==> src/rtl/pcpi_coproc_mux.sv <==
// Routes one PCPI request from the core to up to NPORTS coprocessors. The lowest-index
// port that claims the instruction owns it; if no port claims it in time, the mux flags
// it as illegal.
module pcpi_coproc_mux #(
  parameter int NPORTS  = 2,
  parameter int TIMEOUT = 16
) (
  input  logic                   clk,
  input  logic                   resetn,
  input  logic                   cpu_valid,
  input  logic [31:0]            cpu_insn,
  input  logic [31:0]            cpu_rs1,
  input  logic [31:0]            cpu_rs2,
  output logic                   cpu_wr,
  output logic                   cpu_wait,
  output logic                   cpu_ready,
  output logic                   cpu_illegal,
  output logic [31:0]            cpu_rd,
  output logic [NPORTS-1:0]      cp_valid,
  output logic [31:0]            cp_insn,
  output logic [31:0]            cp_rs1,
  output logic [31:0]            cp_rs2,
  input  logic [NPORTS-1:0]      cp_wr,
  input  logic [NPORTS-1:0]      cp_wait,
  input  logic [NPORTS-1:0]      cp_ready,
  input  logic [32*NPORTS-1:0]   cp_rd
);

  localparam int OW = (NPORTS > 1) ? $clog2(NPORTS) : 1;

  typedef enum logic [1:0] {IDLE, ISSUE, BUSY, DONE} state_e;

  state_e              state_q, state_d;
  logic [7:0]          cnt_q, cnt_d;
  logic [OW-1:0]       owner_q, owner_d;
  logic [NPORTS-1:0]   cp_valid_q, cp_valid_d;
  logic [31:0]         cp_insn_q, cp_insn_d;
  logic [31:0]         cp_rs1_q, cp_rs1_d;
  logic [31:0]         cp_rs2_q, cp_rs2_d;
  logic [31:0]         cpu_rd_q, cpu_rd_d;
  logic                cpu_wr_q, cpu_wr_d;
  logic                cpu_wait_q, cpu_wait_d;
  logic                cpu_ready_q, cpu_ready_d;
  logic                cpu_illegal_q, cpu_illegal_d;

  logic [31:0]         cp_rd_arr [NPORTS];
  logic                claim_any;
  logic [OW-1:0]       claim_idx;
  logic [OW-1:0]       resp_idx;
  logic                respond;

  for (genvar g = 0; g < NPORTS; g++) begin : g_rd_split
    assign cp_rd_arr[g] = cp_rd[32*g +: 32];
  end

  // Descending scan so the lowest claiming index is the one left standing.
  always_comb begin
    claim_any = 1'b0;
    claim_idx = '0;
    for (int k = NPORTS - 1; k >= 0; k--) begin
      if (cp_wait[k] || cp_ready[k]) begin
        claim_any = 1'b1;
        claim_idx = OW'(k);
      end
    end
  end

  // In ISSUE there is no owner yet, so the response comes from the port claiming right now.
  assign resp_idx = (state_q == ISSUE) ? claim_idx : owner_q;

  // NOTE: every combinational output gets a default first, so no path can infer a latch.
  always_comb begin
    state_d       = state_q;
    cnt_d         = cnt_q;
    owner_d       = owner_q;
    cp_valid_d    = cp_valid_q;
    cp_insn_d     = cp_insn_q;
    cp_rs1_d      = cp_rs1_q;
    cp_rs2_d      = cp_rs2_q;
    cpu_rd_d      = cpu_rd_q;
    cpu_wait_d    = cpu_wait_q;
    cpu_wr_d      = 1'b0;
    cpu_ready_d   = 1'b0;
    cpu_illegal_d = 1'b0;
    respond       = 1'b0;

    unique case (state_q)
      IDLE: begin
        if (cpu_valid) begin
          cp_insn_d  = cpu_insn;
          cp_rs1_d   = cpu_rs1;
          cp_rs2_d   = cpu_rs2;
          cp_valid_d = '1;
          cnt_d      = '0;
          owner_d    = '0;
          state_d    = ISSUE;
        end
      end
      ISSUE: begin
        if (!cpu_valid) begin
          cp_valid_d = '0;
          cpu_wait_d = 1'b0;
          state_d    = IDLE;
        end else if (claim_any) begin
          owner_d = claim_idx;
          if (cp_ready[claim_idx]) begin
            respond = 1'b1;
          end else begin
            cpu_wait_d = 1'b1;
            state_d    = BUSY;
          end
        end else if (cnt_q == 8'(TIMEOUT - 1)) begin
          cpu_illegal_d = 1'b1;
          cp_valid_d    = '0;
          state_d       = DONE;
        end else begin
          cnt_d = cnt_q + 8'd1;
        end
      end
      BUSY: begin
        if (!cpu_valid) begin
          cp_valid_d = '0;
          cpu_wait_d = 1'b0;
          state_d    = IDLE;
        end else if (cp_ready[owner_q]) begin
          respond = 1'b1;
        end
      end
      DONE: begin
        if (!cpu_valid) state_d = IDLE;
      end
      default: state_d = IDLE;
    endcase

    if (respond) begin
      cpu_ready_d = 1'b1;
      cpu_wr_d    = cp_wr[resp_idx];
      cpu_rd_d    = cp_rd_arr[resp_idx];
      cpu_wait_d  = 1'b0;
      cp_valid_d  = '0;
      state_d     = DONE;
    end
  end

  // NOTE: synchronous reset also clears the datapath registers, so a response that
  // arrives in the reset cycle is simply overwritten.
  always_ff @(posedge clk) begin
    if (!resetn) begin
      state_q       <= IDLE;
      cnt_q         <= '0;
      owner_q       <= '0;
      cp_valid_q    <= '0;
      cp_insn_q     <= '0;
      cp_rs1_q      <= '0;
      cp_rs2_q      <= '0;
      cpu_rd_q      <= '0;
      cpu_wr_q      <= 1'b0;
      cpu_wait_q    <= 1'b0;
      cpu_ready_q   <= 1'b0;
      cpu_illegal_q <= 1'b0;
    end else begin
      state_q       <= state_d;
      cnt_q         <= cnt_d;
      owner_q       <= owner_d;
      cp_valid_q    <= cp_valid_d;
      cp_insn_q     <= cp_insn_d;
      cp_rs1_q      <= cp_rs1_d;
      cp_rs2_q      <= cp_rs2_d;
      cpu_rd_q      <= cpu_rd_d;
      cpu_wr_q      <= cpu_wr_d;
      cpu_wait_q    <= cpu_wait_d;
      cpu_ready_q   <= cpu_ready_d;
      cpu_illegal_q <= cpu_illegal_d;
    end
  end

  assign cp_valid    = cp_valid_q;
  assign cp_insn     = cp_insn_q;
  assign cp_rs1      = cp_rs1_q;
  assign cp_rs2      = cp_rs2_q;
  assign cpu_rd      = cpu_rd_q;
  assign cpu_wr      = cpu_wr_q;
  assign cpu_wait    = cpu_wait_q;
  assign cpu_ready   = cpu_ready_q;
  assign cpu_illegal = cpu_illegal_q;

endmodule

==> config.mk <==
export PLATFORM = sky130hd
export DESIGN_NAME = pcpi_coproc_mux
export DESIGN_NICKNAME = d
export VERILOG_FILES = /design/src/rtl/pcpi_coproc_mux.sv
export SDC_FILE = /design/constraint.sdc
export NUM_CORES = 1
export LEC_CHECK = 0
export BUFFER_PORTS_ARGS = -buffer_cell sky130_fd_sc_hd__buf_4
export CAP_MARGIN = 20
export CORE_MARGIN = 2
export CORE_UTILIZATION = 35
export CTS_CLUSTER_SIZE = 24
export DETAILED_ROUTE_END_ITERATION = 8
export PLACE_DENSITY = 0.68
export SETUP_SLACK_MARGIN = 0.2
export SLEW_MARGIN = 10
export SYNTH_ARGS = -nofsm -noshare
export SYNTH_HDL_FRONTEND = slang
export SYNTH_SLANG_ARGS = --single-unit
==> constraint.sdc <==
create_clock -name clk -period 3.1 [get_ports clk]
set_clock_uncertainty 0.05 [all_clocks]
set_input_delay 0.465 -clock clk [delete_from_list [all_inputs] [get_ports clk]]
set_output_delay 0.465 -clock clk [all_outputs]
set_load 0.02 [all_outputs]
### Word-level counts from Yosys, hierarchy flattened

Index checks and enable logic that the tools add are counted.
W data, S select, Z words.

| storage, ports and cells | value |
|---|---|
| flip-flop bits (word level) | 145 |
| input bits | 169 |
| output and inout port bits | 134 |
| logic and storage cells | 103 |

| cells by class | value |
|---|---|
| add/subtract/negate cells | 1 |
| order comparisons | 4 |
| equality and inequality tests | 18 |
| mux-type cells | 48 |
| bitwise operators | 4 |
| reductions and logical operators | 16 |

Operators with widths:

| kind | count |
|---|---|
| $mux W32 | 3 |
| $mux W8 | 4 |
| $mux W1 | 24 |
| $mux W2 | 11 |
| $pmux W8 S2 | 1 |
| $ne A2 B2 Y1 const B | 6 |
| $ne A3 B3 Y1 const B | 4 |
| $pmux W2 S3 | 2 |
| $reduce_and A4 Y1 | 3 |
| $reduce_and A5 Y1 | 2 |
| $add A8 B1 Y8 const B | 1 |
| $eq A8 B4 Y1 const B | 1 |
| $lt A1 B2 Y1 const B | 3 |
| $ne A3 B2 Y1 const B | 2 |
| $pmux W1 S2 | 3 |
| $ne A5 B4 Y1 const B | 1 |
| $ne A5 B5 Y1 const B | 1 |
| $eq A2 B2 Y1 const B | 2 |
| $reduce_and A2 Y1 | 2 |
| $reduce_bool A2 Y1 | 2 |
| $reduce_or A2 Y1 | 2 |
| $reduce_or A4 Y1 | 1 |
| $not A1 Y1 | 3 |
| $reduce_bool A3 Y1 | 1 |
| other kinds (5) | 6 |

### Longest topological paths before layout

| depth | value |
|---|---|
| depth in word-level cells | 11 |
| depth in mapped cells | 9 |
| depth with buffers taken out | 7 |

### Least setup slack after synthesis

No wires, ideal clock.

| timing | value |
|---|---|
| path type | register to register |
| start point | register state_q[0] |
| end point | register cpu_rd_q[10], in the netlist cpu_rd[10] |
| library setup time | 0.122 ns |
| data arrival time | 1.712 ns |
| data required time | 2.928 ns |
| setup slack | 1.217 ns |
| cell stages (with the launch flop) | 9 |
| buffers on the path | 2 |
| period minus slack after synthesis | 1.883 ns |
| path through | dfxtp_1 -> inv_1 -> ha_1 -> and2_1 -> nand2b_1 -> a21oi_1 -> buf_2 -> buf_2 -> a21oi_1 |

| on the way | value |
|---|---|
| cells in the longest elaborated chain, start to end | 6 |
| elaborated cells between the ends (all ways) | 8 |
| classes of those cells | eq/ne (2); mux (5); bitwise (1) |

RTL lines:

| element | line | text |
|---|---|---|
| from (decl) | 33 | `state_e state_q, state_d;` |
| from (signal assigned) | 162 | `state_q <= state_d;` |
| $eq A2 B1 Y1 | 69, 87 |  |
| $mux W1 | 69 | `assign resp_idx = (state_q == ISSUE) ? claim_idx : owner_q;` |
| $not A1 Y2 (not written as such) | 138 | `cpu_rd_d = cp_rd_arr[resp_idx];` |
| $mux W32 (not written as such) (3 in a row) | 138 |  |
| to (signal assigned) | 169 | `cpu_rd_q <= cpu_rd_d;` |
| to (decl) | 40 | `logic [31:0] cpu_rd_q, cpu_rd_d;` |

Parallel ways exist; a longest one is shown, timed or not. The select of a mux whose other input is x is not followed.
A chain may end at the register's enable or synchronous reset.

### Worst setup path after layout

| timing | value |
|---|---|
| start point | register state_q[1] |
| end point | register cpu_rd_q[5], in the netlist cpu_rd[5] |

Same word-level chain as after synthesis.

==> flow_summary.yaml <==
synthesis:
  yosys.area.top_type: "dfxtp_1"
  syn_nets: 844
  synth_area_um2: 5600
  avgSynthCellArea_um2: 8.37
  yosys.area.top_type_share_pct: 51.5
  ys_seq_area_share_pct: 51.5
  syn_inst: 669
  synthFlopType: "dfxtp_1"
  synth.area.top_cells: "dfxtp_1, nand2_1, a21oi_1"
  ys_ff_latch: 144
  synth_warnings: 0
  yosysUniqueCellTypes: 41
  async_reset_ff_share_pct: 0
  synth_edf_count: 0
cts:
  htree_levels: 4
  cts_sinks: 144
  cts_hold_buf: 0
  cts_resized: 0
  clockBufferDepth: 2
  cts_setup_buffers: 0
  cts.clk_slew.worst_paths_ns: 0.06
  root_buffer: "clkbuf_16"
  cts_tree: "built"
  cts_buffers: 17
  clock_latency_ns: 0.40
finish:
  fin_nets: 1122
  multi_input_area_um2: 2520
  area_growth_syn_to_layout_pct: 53.7
  drive_above_1_share_pct: 36.4
  regArea_um2: 2880
  fillers: 1557
  final_util_pct: 54.6
  diodes: 0
placed_design:
  hpwl_um: 11600
  numPortBuffers: 302
  gp_congestion: 0.771
  place_ws_ns: 0.594
floorplanning:
  die_h_um: 131
  die_area_um2: 17000
  num_io_pins: 303
  rows: 46
  core_um2: 15800
  chipWidth_um: 131
  initial_core_util_pct: 35.5
timing:
  finalHoldViolations: 0
  min_period_ns: 2.49
  fin_crit_sh_pct: 80.3
  worst_slack_ns: 0.609
  max_freq_ghz: 0.402
  worstMarginPinSlew_ns: 0.680
  fin_tns_setup_ns: 0
  slew_violations: 0
  setup_viol_count_final: 0
  relSlewSlack_pct: 54.7
  rsz0062_at_grt: "no"
routing:
  drc: 0
  wl_um: 16500
  drt_first_pass_iters: 4
  avgViaCountPerCell: 4.67
  drt_iter0_drc: 236
  ant_nets: 0
  wl_per_cell_um: 14.0
  num_vias: 5494
status:
  outcome: "finished clean"
global_route:
  grt_pass1_wl_um: 24900
  grt_max_degree: 74
  grt_pass1_vias: 5071
  grt-ovfl-total: 0
  antenna_found_initial: 0
  track_usage_pct: 18.5
critical_path:
  worst_setup_path_start_kind: "register"
  crit_type: "reg -> reg"
  r2r_setup_slack_ns: 0.61
  r2r-start: "state_q[1]"
  crit_path_end_kind: "register"
  critPathMaxFanout: 21
  cp.required_ns: 3.34
  endpoint: "cpu_rd[5]"
  worstPathArrival_ns: 2.73
  worstRegToRegCells: 8
  reg2reg_to: "cpu_rd[5]"
  startpoint: "state_q[1]"
pwr:
  power-per-cell-area_nw_per_um2: 645
  ir_drop_mv: 0.375
  p_total_mw: 5.55
  p_leak_nw: 4.05
min_path:
  hp-class: "in -> reg"
flow_run:
  drv_cap: 0
==> flip-flops by register name (all words and copies together) (netlist names) <==
register,flops
cpu_illegal,1
cnt_q,8
cp_rs2,32
cpu_ready,1
cp_rs1,32
state_q,2
cpu_wr,1
cp_valid,1
cpu_wait,1
cpu_rd,32
cp_insn,32
owner_q,1
==> critical path, stage by stage (launching register included) <==
cell and delay (ns):
dfxtp_1 0.39, inv_1 0.10, ha_1 0.33, inv_2 0.17
nor4_4 0.08, a21oi_4 0.46, buf_4 0.45, mux2i_1 0.25
a21oi_1 0.09
==> worst min-delay path by stage <==
stage	from	end	slack (ns)	cells after the start
3_5_place_dp	cp_rs1[14]	cp_rs1[14]	0.40	2
6_report	cpu_rs1[14]	cp_rs1[14]	0.25	3
3_3_place_gp	cp_rs1[10]	cp_rs1[10]	0.39	2
5_1_grt	cpu_rs1[18]	cp_rs1[18]	0.24	3
2_1_floorplan	cnt_q[1]	cnt_q[1]	0.42	2
4_1_cts	cpu_insn[7]	cp_insn[7]	0.22	3
==> layout by cell type, fill, tap and decap left out, types with 3 or more instances in the layout <==
| cell | count |
|---|---|
| a21oi_1 | 133 |
| and2_1 | 4 |
| and3_1 | 3 |
| buf_12 | 3 |
| buf_4 | 304 |
| clkbuf_16 | 17 |
| clkinv_2 | 3 |
| clkinv_4 | 3 |
| dfxtp_1 | 144 |
| ha_1 | 6 |
| inv_1 | 3 |
| mux2i_1 | 34 |
| nand2_1 | 199 |
| nand3_1 | 6 |
| nor2_1 | 15 |
| nor2b_1 | 3 |
| o21ai_0 | 31 |
| o21ai_1 | 4 |
| xnor2_1 | 3 |
| xor2_1 | 3 |
==> Yosys cell counts, types with 4 or more instances <==
library cell and count:
dfxtp_1 144, buf_2 14, a21oi_1 134, mux2i_1 34
o21ai_0 31, and2_1 5, o21ai_1 4, clkbuf_1 30
nor2_1 15, ha_1 6, nand2_1 200, buf_4 4
nand3_1 6
==> through the flow <==
stage | hold slack, ns | std cells | area (um2)
global route | 0.236 | 1176 | 8610
CTS | 0.222 | 1176 | 8610
finish | 0.248 | 1176 | 8610
floorplan | 0.420 | 669 | 5600
detailed placement | 0.397 | 1144 | 8030
global placement | 0.392 | 1144 | 8030
==> kinds of logic after synthesis <==
group | synth area share (%)
AO/OA/AOI/OAI | 18.3
XOR/XNOR | 0.938
flip-flops | 51.5
AND/OR/NAND/NOR | 17.7
multiplexers | 6.08
adder cells (fa/ha/maj) | 1.34
buffers and inverters | 4.13
==> final cells by class <==
| type | instances | area share (%) |
|---|---|---|
| Multi-Input combinational cell | 472 | 29.2 |
| Clock buffer | 20 | 5.19 |
| Sequential cell | 144 | 33.5 |
| Timing Repair Buffer | 307 | 27.2 |
| Clock inverter | 12 | 1.55 |
| Inverter | 5 | 0.218 |
| Tap cell | 216 | 3.14 |
==> power by group <==
| part | internal (mW) | switching [mW] | total, mW |
|---|---|---|---|
| clock network | 1.21 | 0.790 | 2.00 |
| registers | 2.05 | 0.103 | 2.16 |
| logic | 0.592 | 0.805 | 1.40 |
| total | 3.86 | 1.70 | 5.55 |
==> metal layers <==
layer | share of wire, % | global-route usage (%) | up-vias
met5 | 0 | 0 | -
met3 | 8.9 | 6.47 | 31
met4 | 2.6 | 7.88 | 0
li1 | - | - | 2804
met2 | 47 | 30.1 | 214
met1 | 41 | 22.1 | 2445
Note: power is estimated with default switching activity, not from simulation.
